File: config.mk
export PLATFORM = sky130hd
export DESIGN_NAME = mem_port_arbiter
export DESIGN_NICKNAME = d
export VERILOG_FILES = /design/src/rtl/mem_port_arbiter.sv
export SDC_FILE = /design/constraint.sdc
export NUM_CORES = 1
export LEC_CHECK = 0
export ABC_AREA = 0
export CAP_MARGIN = 20
export CORE_ASPECT_RATIO = 1.2
export CORE_UTILIZATION = 40
export DETAILED_ROUTE_END_ITERATION = 16
export GPL_TIMING_DRIVEN = 0
export PLACE_DENSITY = 0.81
export SYNTH_ARGS = -nofsm -noshare
export SYNTH_HDL_FRONTEND = slang
export SYNTH_SLANG_ARGS = --single-unit
File: constraint.sdc
create_clock -name i_clock -period 4.2 [get_ports i_clock]
set_clock_uncertainty 0.05 [all_clocks]
set_input_delay 0.84 -clock i_clock [delete_from_list [all_inputs] [get_ports i_clock]]
set_output_delay 0.84 -clock i_clock [all_outputs]
set_load 0.02 [all_outputs]
File: src/rtl/mem_port_arbiter.sv
// Single-port memory arbiter between instruction fetch (IF) and data load/store (D).
// One requester is served at a time; the memory request is held until mem_ready or a
// timeout. Misaligned requests are answered with an error ack without touching memory.

module mem_port_arbiter #(
   parameter int unsigned TIMEOUT  = 255,  // 0 disables the timeout
   parameter int unsigned DATA_RUN = 4     // max back-to-back D grants while IF waits, >= 1
) (
   input  logic        i_clock,
   input  logic        i_reset,
   // instruction fetch side
   input  logic        i_if_req,
   input  logic [31:0] i_if_addr,
   output logic [31:0] o_if_rdata,
   output logic        o_if_ack,
   output logic        o_if_err,
   // data load/store side
   input  logic        i_d_req,
   input  logic [31:0] i_d_addr,
   input  logic [31:0] i_d_wdata,
   input  logic        i_d_r_w,
   input  logic [1:0]  i_d_size,
   input  logic        i_d_unsigned,
   output logic [31:0] o_d_rdata,
   output logic        o_d_ack,
   output logic        o_d_err,
   // memory side
   output logic        o_mem_req,
   output logic [31:0] o_mem_addr,
   output logic [31:0] o_mem_wdata,
   output logic        o_mem_r_w,
   output logic [1:0]  o_mem_size,
   output logic        o_mem_unsigned,
   input  logic [31:0] i_mem_rdata,
   input  logic        i_mem_ready
);

   localparam int unsigned TCW = (TIMEOUT > 1) ? $clog2(TIMEOUT + 1) : 1;
   localparam int unsigned RCW = (DATA_RUN > 1) ? $clog2(DATA_RUN + 1) : 1;
   localparam logic [TCW-1:0] TC_LAST = TCW'(TIMEOUT - 1);
   localparam logic [RCW-1:0] RC_MAX  = RCW'(DATA_RUN);
   localparam bit             TO_EN   = (TIMEOUT != 0);

   typedef enum logic [1:0] {
      StIdle,
      StIfBusy,
      StDBusy
   } state_e;

   state_e           r_state;
   logic [RCW-1:0]   r_run_cnt;
   logic [TCW-1:0]   r_tcnt;

   logic             w_if_pend;
   logic             w_d_pend;
   logic             w_run_full;
   logic             w_gnt_d;
   logic             w_gnt_if;
   logic             w_if_mis;
   logic             w_d_mis;
   logic             w_timeout;
   logic             w_fin;
   logic             w_fin_err;
   logic [31:0]      w_fin_data;

   // A requester being acked this cycle still has its req high; it must not be re-granted.
   assign w_if_pend  = i_if_req & ~o_if_ack;
   assign w_d_pend   = i_d_req & ~o_d_ack;

   // D has priority unless it has used up its run while IF was waiting.
   assign w_run_full = (r_run_cnt == RC_MAX);
   assign w_gnt_d    = w_d_pend & ~(w_if_pend & w_run_full);
   assign w_gnt_if   = w_if_pend & ~w_gnt_d;

   assign w_if_mis   = |i_if_addr[1:0];
   assign w_d_mis    = (i_d_size == 2'd3)
                     | ((i_d_size == 2'd1) & i_d_addr[0])
                     | ((i_d_size == 2'd2) & (|i_d_addr[1:0]));

   // Timeout fires on the edge that would complete TIMEOUT waiting cycles.
   assign w_timeout  = TO_EN && (r_tcnt == TC_LAST);

   // mem_ready takes precedence over a coincident timeout.
   assign w_fin      = i_mem_ready | w_timeout;
   assign w_fin_err  = ~i_mem_ready;
   assign w_fin_data = (i_mem_ready && o_mem_r_w) ? i_mem_rdata : 32'd0;

   // Arbitration FSM with registered memory request fields and ack/err pulses.
   always_ff @(posedge i_clock) begin
      if (i_reset) begin
         r_state        <= StIdle;
         r_run_cnt      <= '0;
         r_tcnt         <= '0;
         o_if_rdata     <= 32'd0;
         o_if_ack       <= 1'b0;
         o_if_err       <= 1'b0;
         o_d_rdata      <= 32'd0;
         o_d_ack        <= 1'b0;
         o_d_err        <= 1'b0;
         o_mem_req      <= 1'b0;
         o_mem_addr     <= 32'd0;
         o_mem_wdata    <= 32'd0;
         o_mem_r_w      <= 1'b1;
         o_mem_size     <= 2'd0;
         o_mem_unsigned <= 1'b0;
      end else begin
         o_if_ack <= 1'b0;
         o_if_err <= 1'b0;
         o_d_ack  <= 1'b0;
         o_d_err  <= 1'b0;

         unique case (r_state)
            StIdle: begin
               if (w_gnt_d) begin
                  if (w_if_pend && !w_run_full) begin
                     r_run_cnt <= r_run_cnt + 1'b1;
                  end
                  if (w_d_mis) begin
                     o_d_ack   <= 1'b1;
                     o_d_err   <= 1'b1;
                     o_d_rdata <= 32'd0;
                  end else begin
                     o_mem_req      <= 1'b1;
                     o_mem_addr     <= i_d_addr;
                     o_mem_wdata    <= i_d_wdata;
                     o_mem_r_w      <= i_d_r_w;
                     o_mem_size     <= i_d_size;
                     o_mem_unsigned <= i_d_unsigned;
                     r_tcnt         <= '0;
                     r_state        <= StDBusy;
                  end
               end else if (w_gnt_if) begin
                  r_run_cnt <= '0;
                  if (w_if_mis) begin
                     o_if_ack   <= 1'b1;
                     o_if_err   <= 1'b1;
                     o_if_rdata <= 32'd0;
                  end else begin
                     o_mem_req      <= 1'b1;
                     o_mem_addr     <= i_if_addr;
                     o_mem_wdata    <= 32'd0;
                     o_mem_r_w      <= 1'b1;
                     o_mem_size     <= 2'd2;
                     o_mem_unsigned <= 1'b0;
                     r_tcnt         <= '0;
                     r_state        <= StIfBusy;
                  end
               end
            end

            StIfBusy, StDBusy: begin
               if (w_fin) begin
                  o_mem_req <= 1'b0;
                  r_state   <= StIdle;
                  if (r_state == StIfBusy) begin
                     o_if_ack   <= 1'b1;
                     o_if_err   <= w_fin_err;
                     o_if_rdata <= w_fin_data;
                  end else begin
                     o_d_ack    <= 1'b1;
                     o_d_err    <= w_fin_err;
                     o_d_rdata  <= w_fin_data;
                  end
               end else begin
                  r_tcnt <= r_tcnt + 1'b1;
               end
            end

            default: begin
               o_mem_req <= 1'b0;
               r_state   <= StIdle;
            end
         endcase
      end
   end

endmodule

# Yosys cells after proc, flatten, opt, wreduce, memory -nomap -nowiden

Cells that the tools add are included.

Bits in registers: 150
Input bits: 137
Output and inout bits: 137
Logic and storage cells: 137

Add/subtract/negate cells: 2
Eq/ne operators: 22
Muxes and demuxes: 68
Bitwise operators: 15
Reductions and logical operators: 15

Operator list:

| kind                                                             | count |
|---|---|
| 32-bit two-way mux                                               | 18 |
| 32-bit case mux with 2 select lines                              | 2 |
| 8-bit two-way mux                                                | 5 |
| 1-bit two-way mux                                                | 24 |
| 2-bit inequality test (second input constant)                    | 11 |
| 2-bit two-way mux                                                | 9 |
| 8-bit case mux with 2 select lines                               | 1 |
| 1-bit case mux with 2 select lines                               | 5 |
| 5-bit AND reduction                                              | 2 |
| 3-bit two-way mux                                                | 3 |
| 3-bit inequality test (second input constant)                    | 3 |
| 8-bit by 1-bit adder with 8-bit output (second input constant)   | 1 |
| 8-bit == test (second input constant)                            | 1 |
| 4-bit AND reduction                                              | 2 |
| 1-bit bitwise AND                                                | 7 |
| 2-bit == test (second input constant)                            | 3 |
| 6-bit AND reduction                                              | 1 |
| 2-bit OR reduction                                               | 3 |
| 1-bit inverter                                                   | 5 |
| 2-bit by 1-bit == test with 1-bit output (second input constant) | 2 |
| 2-bit case mux with 2 select lines                               | 1 |
| 2-bit nonzero test                                               | 2 |
| 3-bit by 1-bit adder with 3-bit output (second input constant)   | 1 |
| 3-bit == test (second input constant)                            | 1 |
| other kinds (6)                                                  | 9 |

# Logic depth before layout (Yosys ltp)

Depth in word-level cells: 10
Depth in mapped cells: 9
Depth with buffers taken out: 7

# Worst setup path after synthesis

OpenSTA, ideal clock, no wires.

Path kind: input-to-reg
From: in i_d_req
To: reg o_mem_size[0]
Library setup time: 0.117 ns
Arrival time: 2.185 ns
Data required time: 4.033 ns
Slack: 1.848 ns
Cell stages on the path: 6
Cells stage by stage: nor2b_2 -> a2111o_4 -> a21boi_4 -> nor2_2 -> buf_2 -> a22o_1

Longest elaborated chain between the ends: 6
Elaborated cells between the ends (all ways): 9
Those cells by class: eq/ne: 2; mux: 1; bitwise: 4; reduce/logical: 2

Ends and longest elaborated chain:

| item                          | RTL line | RTL |
|---|---|---|
| from (decl)                   | 18       | `input logic i_d_req,` |
| 1-bit bitwise AND *           | 68       | `assign w_d_pend = i_d_req & ~o_d_ack;` |
| 1-bit bitwise AND *           | 72       | `assign w_gnt_d = w_d_pend & ~(w_if_pend & w_run_full);` |
| 1-bit inverter                | 73       | `assign w_gnt_if = w_if_pend & ~w_gnt_d;` |
| 1-bit bitwise AND             | 73       |  |
| 2-bit nonzero test (no line)  | -        |  |
| 4-bit AND reduction (no line) | -        |  |
| to (signal assigned)          | 127      | `o_mem_size <= i_d_size;` |
| to (decl)                     | 32       | `output logic [1:0] o_mem_size,` |

Every way passes the cells marked *; elsewhere a longest branch is shown, timed or not.
A chain may end at the register's enable or synchronous reset.

# Worst setup path in the final report

From: in i_if_req
To: reg o_d_rdata[22]

Longest elaborated chain between the ends: 6

Ends and longest elaborated chain:

| item                            | RTL line | RTL |
|---|---|---|
| from (decl)                     | 12       | `input logic i_if_req,` |
| 1-bit bitwise AND               | 67       | `assign w_if_pend = i_if_req & ~o_if_ack;` |
| 1-bit bitwise AND               | 72       |  |
| 1-bit inverter                  | 72       |  |
| 1-bit bitwise AND               | 72       |  |
| 2-bit inequality test (no line) | -        |  |
| 5-bit AND reduction (no line)   | -        |  |
| to (signal assigned)            | 162      | `o_d_rdata <= w_fin_data;` |
| to (decl)                       | 24       | `output logic [31:0] o_d_rdata,` |

Every way passes these cells.

==> results.sh <==
export IMPL_grt_pass1_wl_microns=29500
export IMPL_drt_first_pass_iters=5
export IMPL_vias=5719
export IMPL_postPlaceCellArea_sq_um=9220
export IMPL_p_int_mw=2.76
export IMPL_setup_viol=0
export IMPL_crit_chain="clkdlybuf4s50_1 -> nand2b_1 -> o21ai_1 -> nor4b_2 -> o21ai_1 -> buf_4 -> mux2i_1"
export IMPL_cpPeakStageDelay_ps=590
export IMPL_p_comb_share_pct=19.5
export IMPL_hold_buffers=0
export IMPL_layout_common_cells="clkdlybuf4s50_1 (272), dfxtp_1 (150), mux2i_1 (65), nand2b_1 (49), nand2_1 (47)"
export IMPL_period_share_pct=67.1
export IMPL_die_x_microns=116
export IMPL_seqPwrFrac_pct=40.5
export IMPL_hold_violations=0
export IMPL_cpLargestDelayFamily="compound AO/OA/AOI/OAI gates"
export IMPL_clock_power_share_pct=40.0
export IMPL_ir_drop_mv=0.232
export IMPL_synth_edf_count=0
export IMPL_synth_area_sq_um=6240
export IMPL_period_needed_ps=2820
export IMPL_wire_per_inst_microns=16.9
export IMPL_core_sq_um=15100
export IMPL_slew_viol_final=0
export IMPL_clockBufferDepth=2
export IMPL_power_density_nw_per_um2=384
export IMPL_startpoint_type="input pin"
export IMPL_yosysWarningCount=0
export IMPL_cts_tree="done"
export IMPL_drive_above_1_share_pct=8.82
export IMPL_numCtsBuffers=17
export IMPL_ys_ff_latch=150
export IMPL_synthDistinctLibCells=44
export IMPL_cp_end_kind="flop"
export IMPL_synth_main_ff_cell="dfxtp_1"
export IMPL_grt_max_degree=17
export IMPL_area_growth_pct=57.1
export IMPL_syn_num_nets=770
export IMPL_crit_top_cell="o21ai_1"
export IMPL_r2r_slack_ps=1420
export IMPL_gp_congestion=0.812
export IMPL_detail_route_antenna_nets=0
export IMPL_hold_path_class="reg -> reg"
export IMPL_ctsResizeCount=0
export IMPL_routed_wirelength_microns=19200
export IMPL_die_y_microns=139
export IMPL_critPathBufInv=2
export IMPL_diodes=0
export IMPL_viasPerCell=5.04
export IMPL_p_leak_nw=3.71
export IMPL_power_mw=3.77
export IMPL_slew_headroom_pct=46.7
export IMPL_place_port_buffers=272
export IMPL_worst_skew_pair_late_latency_ps=410
export IMPL_syn_inst=626
export IMPL_synth_avg_cell_area_sq_um=9.97
export IMPL_track_usage_pct=23.8
export IMPL_hpwl_microns=14500
export IMPL_post_cts_setup_buffers=0
export IMPL_rsz0062_at_grt="no"
export IMPL_cp_max_fo=10
export IMPL_rows=49
export IMPL_switching_power_mw=1.01
export IMPL_drc_errors=0
export IMPL_io_pins=274
export IMPL_htreeDepth=4
export IMPL_max_freq_ghz=0.355
export IMPL_numClockSinks=150
export IMPL_maxCapViolCount=0
export IMPL_grt_pass1_vias=5822
export IMPL_cts_reportedPaths_clkPinSlew_ps=70
export IMPL_post_route_util_pct=64.8
export IMPL_root_buffer="clkbuf_16"
export IMPL_first_iter_violations=256
export IMPL_tns_ps=0
export IMPL_synth_seq_area_share_pct=48.1
export IMPL_status="finished clean"
export IMPL_arrival_ps=3110
export IMPL_critical_path_class="in -> reg"
export IMPL_layout_commonest_cell="clkdlybuf4s50_1"
export IMPL_nets=1061
export IMPL_cp_data_required_time_ps=4490
export IMPL_antenna_found_initial=0
export IMPL_async_reset_ff_share_pct=0
export IMPL_fin_area_sq_um=9810
export IMPL_critPathSlowestCell="o21ai_1"
export IMPL_swShare_pct=26.7
export IMPL_die_area_sq_um=16100
export IMPL_initial_core_util_pct=41.2
export IMPL_worst_pin_slew_ps=794
export IMPL_grt_overflow=0
[sequential cells by signal (all words and copies together) (netlist names)]
| register | cells |
|---|---|
| o_mem_size | 2 |
| o_mem_r_w | 1 |
| o_if_err | 1 |
| r_run_cnt | 3 |
| r_state | 2 |
| o_mem_addr | 32 |
| o_if_rdata | 32 |
| o_d_rdata | 32 |
| o_d_ack | 1 |
| o_if_ack | 1 |
| o_d_err | 1 |
| o_mem_wdata | 32 |
| o_mem_req | 1 |
| o_mem_unsigned | 1 |
| r_tcnt | 8 |
[stage by stage]
step                      std cells  hold slack (ps)  setup WS (ps)
after floorplan                 626              398           1850
after global placement         1102              407            920
after detailed placement       1102              410            977
after CTS                      1134              421           1360
after global routing           1134              438           1230
final                          1134              419           1380
[path summary, 6_finish.rpt]
kind                                startpoint                      endpoint  cells after the start
hold / removal    o_mem_wdata[26]$_SDFFE_PP0P_  o_mem_wdata[26]$_SDFFE_PP0P_                      2
setup reg to reg       r_state[0]$_SDFFE_PP0P_   o_if_rdata[26]$_SDFFE_PP0P_                      8
hold reg to reg   o_mem_wdata[26]$_SDFFE_PP0P_  o_mem_wdata[26]$_SDFFE_PP0P_                      2
setup / recovery                      i_if_req    o_d_rdata[22]$_SDFFE_PP0P_                      7
[area by class of cell]
type / count / area (sq um)
fillers: 1264 / 5340
flip-flops and latches: 150 / 3000
multi-input cells: 417 / 2950
repair buffers: 272 / 2720
clock buffers: 20 / 457
well taps: 204 / 255
plain buffers: 48 / 251
clock inverters: 12 / 128
inverters: 11 / 41.3
[cell families (layout without fill, tap and decap cells)]
group,Yosys count,after routing,synth area share [%]
multiplexers,65,65,10.4
buffers and inverters,59,363,4.69
flip-flops,150,150,48.1
AO/OA/AOI/OAI,141,141,17.8
adder cells (fa/ha/maj),7,7,1.40
AND/OR/NAND/NOR,204,204,17.6
[cell usage after synthesis (2+ instances only)]
master    instances  area (sq um)
a211o_1           2          17.5
a211oi_1         12          90.1
a211oi_2         20           250
a21oi_1          19          95.1
a22o_1           25           219
a311oi_1          6          52.6
a31oi_1           6          37.5
and3_1            6          37.5
buf_1             2          7.51
buf_2             9          45.0
buf_4             9          67.6
buf_6             3          33.8
clkbuf_1         24          90.1
dfxtp_1         150          3000
ha_1              7          87.6
inv_1            11          41.3
mux2i_1          65           651
nand2_1          47           176
nand2b_1         49           307
nand3_1           3          15.0
nand3b_1         34           255
nand4_1           2          12.5
nor2_1           44           165
nor2b_1           3          18.8
nor3_1            8          40.0
nor3b_1           2          15.0
o21a_1            3          22.5
o21ai_0          38           190
o21ai_1           2          10.0
[routing by layer]
layer	wire (microns)	up-vias	track usage [%]
li1	-	2793	-
met1	7000	2663	23.6
met2	9910	248	44.0
met3	2040	15	10.5
met4	232	0	6.01
met5	0	-	0
[worst reg2reg max path: stages, from the launching register on]
cell      delay (ps)
dfxtp_1          400
inv_1             60
ha_1             350
buf_2            230
nand2_1           80
nor3_1           610
clkbuf_1         520
nand2_1          230
o21ai_0          180
[power by group through the flow]
| stage | combinational [mW] | clock, mW | sequential (mW) |
|---|---|---|---|
| 2_1_floorplan | 0.312 | 0 | 1.63 |
| 3_3_place_gp | 0.733 | 0 | 1.55 |
| 3_5_place_dp | 0.741 | 0 | 1.56 |
| 4_1_cts | 0.743 | 1.53 | 1.52 |
| 5_1_grt | 0.789 | 1.60 | 1.53 |
| 6_report | 0.735 | 1.51 | 1.52 |
No activity file was read; power rests on OpenSTA's default activity.
